--- src/rtl/program_writer_if.sv ---
// Host-side request channel and program-memory write port of the nic8 program writer.
interface program_writer_if #(
  parameter int unsigned ADDR_WIDTH = 8
) ();
  logic                  reqValid;
  logic                  reqReady;
  logic [2:0]            reqDest;
  logic [2:0]            reqSource;
  logic                  reqBit3;
  logic                  reqBit7;
  logic [7:0]            reqImm;
  logic                  loadAddr;
  logic [ADDR_WIDTH-1:0] startAddr;
  logic [ADDR_WIDTH-1:0] memAddr;
  logic [7:0]            memData;
  logic                  memWe;
  logic                  illegalOp;
  logic                  wrapped;

  // Host / test side
  modport master (
    output reqValid, reqDest, reqSource, reqBit3, reqBit7, reqImm, loadAddr, startAddr,
    input  reqReady, memAddr, memData, memWe, illegalOp, wrapped
  );

  // Writer side
  modport slave (
    input  reqValid, reqDest, reqSource, reqBit3, reqBit7, reqImm, loadAddr, startAddr,
    output reqReady, memAddr, memData, memWe, illegalOp, wrapped
  );
endinterface

--- src/rtl/program_writer.sv ---
// nic8 instruction encoder: packs {bit7, dest, bit3, source} into an opcode byte and writes it,
// plus an optional immediate byte, into program memory at an auto-incrementing address.
module program_writer #(
  parameter int unsigned ADDR_WIDTH = 8,
  parameter logic [2:0]  IMM_SOURCE = 3'd0
) (
  input  logic            clk,
  input  logic            resetBar,
  program_writer_if.slave bus
);

  typedef enum logic [1:0] {StIdle, StOpcode, StImm} state_e;

  state_e                r_state, w_state_next;
  logic [ADDR_WIDTH-1:0] r_addr, w_addr_next;
  logic [ADDR_WIDTH-1:0] r_mem_addr, w_mem_addr_next;
  logic [7:0]            r_mem_data, w_mem_data_next;
  logic                  r_mem_we, w_mem_we_next;
  logic                  r_illegal, w_illegal_next;
  logic                  r_wrapped, w_wrapped_next;
  logic [7:0]            r_imm;
  logic                  r_has_imm;

  logic                  w_idle;
  logic                  w_load;
  logic                  w_accept;
  logic                  w_req_illegal;
  logic                  w_take;
  logic [7:0]            w_opcode;
  logic [ADDR_WIDTH-1:0] w_addr_inc;

  assign w_idle        = (r_state == StIdle);
  assign w_load        = w_idle & bus.loadAddr;
  // loadAddr blocks the handshake so a load and an accept never share a cycle
  assign w_accept      = w_idle & ~bus.loadAddr & bus.reqValid;
  assign w_req_illegal = (bus.reqDest == 3'd0) | (bus.reqSource[2:1] == 2'b11) |
                         (bus.reqBit7 & (bus.reqDest != 3'd5));
  assign w_take        = w_accept & ~w_req_illegal;
  assign w_opcode      = {bus.reqBit7, bus.reqDest, bus.reqBit3, bus.reqSource};
  assign w_addr_inc    = r_addr + 1'b1;

  // State register
  always_ff @(posedge clk or negedge resetBar) begin
    if (!resetBar) r_state <= StIdle;
    else           r_state <= w_state_next;
  end

  // Next-state logic
  always_comb begin
    w_state_next = r_state;
    unique case (r_state)
      StIdle:   if (w_take) w_state_next = StOpcode;
      StOpcode: w_state_next = r_has_imm ? StImm : StIdle;
      StImm:    w_state_next = StIdle;
      default:  w_state_next = StIdle;
    endcase
  end

  // Next values of the registered write port, counter and status flags
  always_comb begin
    w_mem_we_next   = 1'b0;
    w_mem_addr_next = r_mem_addr;
    w_mem_data_next = r_mem_data;
    w_illegal_next  = 1'b0;
    w_addr_next     = r_addr;
    w_wrapped_next  = r_wrapped;
    unique case (r_state)
      StIdle: begin
        if (w_load) begin
          w_addr_next    = bus.startAddr;
          w_wrapped_next = 1'b0;
        end else if (w_accept) begin
          if (w_req_illegal) begin
            w_illegal_next = 1'b1;
          end else begin
            w_mem_we_next   = 1'b1;
            w_mem_addr_next = r_addr;
            w_mem_data_next = w_opcode;
          end
        end
      end
      StOpcode: begin
        w_addr_next = w_addr_inc;
        if (&r_addr) w_wrapped_next = 1'b1;
        // Immediate goes to the address following the opcode
        if (r_has_imm) begin
          w_mem_we_next   = 1'b1;
          w_mem_addr_next = w_addr_inc;
          w_mem_data_next = r_imm;
        end
      end
      StImm: begin
        w_addr_next = w_addr_inc;
        if (&r_addr) w_wrapped_next = 1'b1;
      end
      default: ;
    endcase
  end

  // Registered outputs, address counter and latched request fields
  always_ff @(posedge clk or negedge resetBar) begin
    if (!resetBar) begin
      r_addr     <= '0;
      r_mem_addr <= '0;
      r_mem_data <= '0;
      r_mem_we   <= 1'b0;
      r_illegal  <= 1'b0;
      r_wrapped  <= 1'b0;
      r_imm      <= '0;
      r_has_imm  <= 1'b0;
    end else begin
      r_addr     <= w_addr_next;
      r_mem_addr <= w_mem_addr_next;
      r_mem_data <= w_mem_data_next;
      r_mem_we   <= w_mem_we_next;
      r_illegal  <= w_illegal_next;
      r_wrapped  <= w_wrapped_next;
      if (w_take) begin
        r_imm     <= bus.reqImm;
        r_has_imm <= (bus.reqSource == IMM_SOURCE);
      end
    end
  end

  assign bus.reqReady  = w_idle & ~bus.loadAddr;
  assign bus.memAddr   = r_mem_addr;
  assign bus.memData   = r_mem_data;
  assign bus.memWe     = r_mem_we;
  assign bus.illegalOp = r_illegal;
  assign bus.wrapped   = r_wrapped;

endmodule
--- src/flat_wrapper.sv ---
// flat-port wrapper written by rule: the top's interface ports become plain ports
module program_writer_flat 
#(
  parameter int unsigned ADDR_WIDTH = 8,
  parameter logic [2:0]  IMM_SOURCE = 3'd0
)
  (clk, resetBar, bus_reqValid, bus_reqDest, bus_reqSource, bus_reqBit3, bus_reqBit7, bus_reqImm, bus_loadAddr, bus_startAddr, bus_reqReady, bus_memAddr, bus_memData, bus_memWe, bus_illegalOp, bus_wrapped);
  program_writer_if #(.ADDR_WIDTH(ADDR_WIDTH)) bus_i ();
  input  logic clk;
  input  logic resetBar;
  input wire logic [$bits(bus_i.reqValid)-1:0] bus_reqValid;
  input wire logic [$bits(bus_i.reqDest)-1:0] bus_reqDest;
  input wire logic [$bits(bus_i.reqSource)-1:0] bus_reqSource;
  input wire logic [$bits(bus_i.reqBit3)-1:0] bus_reqBit3;
  input wire logic [$bits(bus_i.reqBit7)-1:0] bus_reqBit7;
  input wire logic [$bits(bus_i.reqImm)-1:0] bus_reqImm;
  input wire logic [$bits(bus_i.loadAddr)-1:0] bus_loadAddr;
  input wire logic [$bits(bus_i.startAddr)-1:0] bus_startAddr;
  output wire logic [$bits(bus_i.reqReady)-1:0] bus_reqReady;
  output wire logic [$bits(bus_i.memAddr)-1:0] bus_memAddr;
  output wire logic [$bits(bus_i.memData)-1:0] bus_memData;
  output wire logic [$bits(bus_i.memWe)-1:0] bus_memWe;
  output wire logic [$bits(bus_i.illegalOp)-1:0] bus_illegalOp;
  output wire logic [$bits(bus_i.wrapped)-1:0] bus_wrapped;
  assign bus_i.reqValid = bus_reqValid;
  assign bus_i.reqDest = bus_reqDest;
  assign bus_i.reqSource = bus_reqSource;
  assign bus_i.reqBit3 = bus_reqBit3;
  assign bus_i.reqBit7 = bus_reqBit7;
  assign bus_i.reqImm = bus_reqImm;
  assign bus_i.loadAddr = bus_loadAddr;
  assign bus_i.startAddr = bus_startAddr;
  assign bus_reqReady = bus_i.reqReady;
  assign bus_memAddr = bus_i.memAddr;
  assign bus_memData = bus_i.memData;
  assign bus_memWe = bus_i.memWe;
  assign bus_illegalOp = bus_i.illegalOp;
  assign bus_wrapped = bus_i.wrapped;
  program_writer #(.ADDR_WIDTH(ADDR_WIDTH), .IMM_SOURCE(IMM_SOURCE)) u_core (.clk(clk), .resetBar(resetBar), .bus(bus_i));
endmodule
--- config.mk ---
export PLATFORM = sky130hd
export DESIGN_NAME = program_writer_flat
export DESIGN_NICKNAME = d
export VERILOG_FILES = /design/src/rtl/program_writer_if.sv /design/src/rtl/program_writer.sv /design/src/flat_wrapper.sv
export SDC_FILE = /design/constraint.sdc
export NUM_CORES = 1
export LEC_CHECK = 0
export ABC_CLOCK_PERIOD_IN_PS = 2400
export CAP_MARGIN = 30
export CELL_PAD_IN_SITES_DETAIL_PLACEMENT = 0
export CELL_PAD_IN_SITES_GLOBAL_PLACEMENT = 1
export CORE_MARGIN = 2
export CORE_UTILIZATION = 30
export CTS_BUF_LIST = sky130_fd_sc_hd__clkbuf_4 sky130_fd_sc_hd__clkbuf_8
export DETAILED_ROUTE_END_ITERATION = 10
export PLACE_DENSITY = 0.75
export SLEW_MARGIN = 20
export SYNTH_ARGS = -nofsm -noshare
export SYNTH_HDL_FRONTEND = slang
export SYNTH_SLANG_ARGS = --single-unit
export TNS_END_PERCENT = 20
--- constraint.sdc ---
create_clock -name clk -period 2.4 [get_ports clk]
set_input_delay 0.36 -clock clk [delete_from_list [all_inputs] [get_ports clk]]
set_output_delay 0.36 -clock clk [all_outputs]
set_load 0.01 [all_outputs]
==> results.cfg <==
[finish]
fill_cells = 601
mostFrequentLayoutCells = 46 x clkdlybuf4s50_1, 38 x dfrtp_1, 24 x mux2_2, 13 x nand2_1, 11 x a21oi_1
layout.nets = 260
layout_commonest_cell = clkdlybuf4s50_1
final_util = 0.424
drive_gt1_frac = 0.254
antennaDiodeCount = 0
synthToLayoutAreaGrowth_pct = 35.6
finalNonFillerCells = 305

[place]
gp_congestion = 0.683
dpl.cell_count = 297
port-buffer-count = 47
dp_hpwl_mm = 3.31

[sta]
setup_violations = 0
fin_skew_ns = 0.00611
fmax_mhz = 449
hold_viol = 0
drv_slew = 0
maxSlewHeadroom = 0.431
rsz0062_at_grt = no
worstMarginPinSlew_ns = 0.854
post-route-period-util = 0.929
final.min_clock_period_ns = 2.23

[drt]
drt.antenna.violating_nets = 0
wire_per_inst_um = 14.2
routed_wl_mm = 4.34
routed-via-count = 1464
viasPerCell = 4.80
first_pass_iters = 4
initialDrtViolationCount = 59
drcViolationCount = 0

[yosys]
synth_fp_nets = 207
syn_area_per_cell_um2 = 11.5
ys_seq_area_frac = 0.474
synth_area_mm2 = 0.00201
synth_edf_count = 0
ys_warn_count = 0
synth_flop_cell = dfrtp_1
synthDistinctLibCells = 35
synthCells = 174
ys_ff_latch = 38
ys_async_sr_fraction = 1.00

[clocking]
htree_num_levels = 2
cts_tree = yes
post_cts_buffers = 0
cts.sinks = 38
numCtsBuffers = 5
cts_hold_buf = 0
cts_buffer_depth = 2
clock_latency_ns = 0.29
cts_root_buf = clkbuf_8
clkSlewWorstSetupHoldPaths_ns = 0.08

[critical_path]
crit_chain = inv_1 > ha_1 > nor2b_2 > clkdlybuf4s50_1
cp_max_fo = 6
crit_path_start_kind = flop
cp_slowest_stage_delay_ns = 0.57
cp_data_arrival_time_ns = 1.87
crit_path_top_delay_cell = clkdlybuf4s50_1
cp-end-kind = output port
worst-setup-path-type = flop to output port
rrSetupSlack_ns = 0.33
required_ns = 2.04

[floorplan]
die_x_um = 85.8
initial_core_util = 0.313
io_pins = 48
core-area_mm2 = 0.00642
dieArea_mm2 = 0.00736
fp.dieH_um = 85.8
row_count = 29

[job]
maxCapViolations = 0

[global_route]
antenna_found_initial = 0
grt_pass1_wl_mm = 7.20
grt_max_degree = 39
grt_pass1_vias = 1478
globalRouteTotalUtil = 0.124
grt-ovfl-total = 0

[power]
powerDensity_mw_per_mm2 = 1330
p_leak_nw = 1.16
ir_drop_mv = 0.632

[status]
run_status = complete, no violations

[worst_hold_path]
hold_path.class = primary input to asynchronous set/reset pin
## flip-flops by register name (all words and copies together) (netlist names)
| name | flops |
|---|---|
| u_core.bus.illegalOp | 1 |
| u_core.bus.memAddr | 8 |
| u_core.bus.memData | 8 |
| u_core.bus.memWe | 1 |
| u_core.bus.wrapped | 1 |
| u_core.r_addr | 8 |
| u_core.r_has_imm | 1 |
| u_core.r_imm | 8 |
| u_core.r_state | 2 |
## layer usage
| layer | vias up | track usage | routed length (um) |
|---|---|---|---|
| met2 | 28 | 0.194 | 2050 |
| met1 | 705 | 0.171 | 2120 |
| li1 | 728 | - | - |
| met4 | 0 | 0.0346 | 21 |
| met3 | 3 | 0.0337 | 158 |
| met5 | - | 0 | 0 |
## cells in the mapped netlist (all sizes together), types with 3 or more instances
cell    instances  area (um^2)
a21oi          11         55.1
buf             4         37.5
clkbuf          6         22.5
dfrtp          38          951
ha              5         62.6
inv             5         18.8
mux2           34          420
nand2          13         48.8
nand2b          3         18.8
nand3           6         30.0
nor2            6         22.5
nor2b           5         33.8
nor3            3         15.0
o21ai          10         50.0
xnor2           5         43.8
## worst paths after layout
check | startpoint | to | cells past startpoint
setup / recovery | u_core.r_state[1]$_DFFE_PN0P_ | bus_reqReady | 4
hold / removal | resetBar | u_core.r_imm[5]$_DFFE_PN0P_ | 1
setup reg to reg | u_core.r_state[0]$_DFFE_PN0P_ | u_core.bus.memAddr[0]$_DFFE_PN0P_ | 6
hold reg to reg | u_core.r_imm[4]$_DFFE_PN0P_ | u_core.r_imm[4]$_DFFE_PN0P_ | 1
max in group asynchronous | resetBar | u_core.bus.memAddr[3]$_DFFE_PN0P_ | 1
min in group clk | u_core.r_imm[4]$_DFFE_PN0P_ | u_core.r_imm[4]$_DFFE_PN0P_ | 1
## what timing repair did
item                                    CTS  global route
gates resized for setup                   0             1
endpoints found under the setup margin    0             1
hold endpoints to repair                  0             0
## metrics by stage
| step | hold WS [ns] | TNS, ns | area, um^2 | setup slack (ns) | power [mW] |
|---|---|---|---|---|---|
| after CTS | 0.194 | 0 | 2720 | 0.0604 | 3.65 |
| after global routing | 0.229 | 0 | 2720 | 0.0709 | 3.87 |
| final | 0.174 | 0 | 2720 | 0.171 | 3.62 |
| after detailed placement | 0.499 | -0.283 | 2580 | -0.0532 | 2.97 |
| after floorplan | 0.0644 | 0 | 2010 | 0.448 | 2.35 |
| after global placement | 0.491 | 0 | 2580 | 0.0229 | 2.93 |
## logic make-up after synthesis
kind of cell,Yosys count,share of synthesized area
AO/OA/AOI/OAI,32,0.105
XOR/XNOR,7,0.0305
buffers and inverters,15,0.0393
AND/OR/NAND/NOR,41,0.101
adder cells (fa/ha/maj),5,0.0312
multiplexers,36,0.219
flip-flops,38,0.474
## layout make-up
class                      instances  area, um^2  area share
clock inverter                     2        60.1      0.0221
sequential                        38         951       0.349
tap                               77        96.3      0.0354
clock buffer                       6        82.6      0.0303
multi-input combinational        121         981       0.360
timing repair buffer              56         533       0.196
inverter                           5        18.8     0.00689
## critical path, delay by kind of cell (launching register included)
kind / cells / cell delay, ns
adder cells (fa/ha/maj): 1 / 0.26
buffers and inverters: 2 / 0.69
flip-flops: 1 / 0.39
AND/OR/NAND/NOR: 1 / 0.25
## power by group
part	internal [mW]	switching, mW	total (mW)
sequential	0.947	0.248	1.20
combinational	1.02	0.739	1.76
clock	0.443	0.227	0.670
Power figures use the tool's default switching activity.
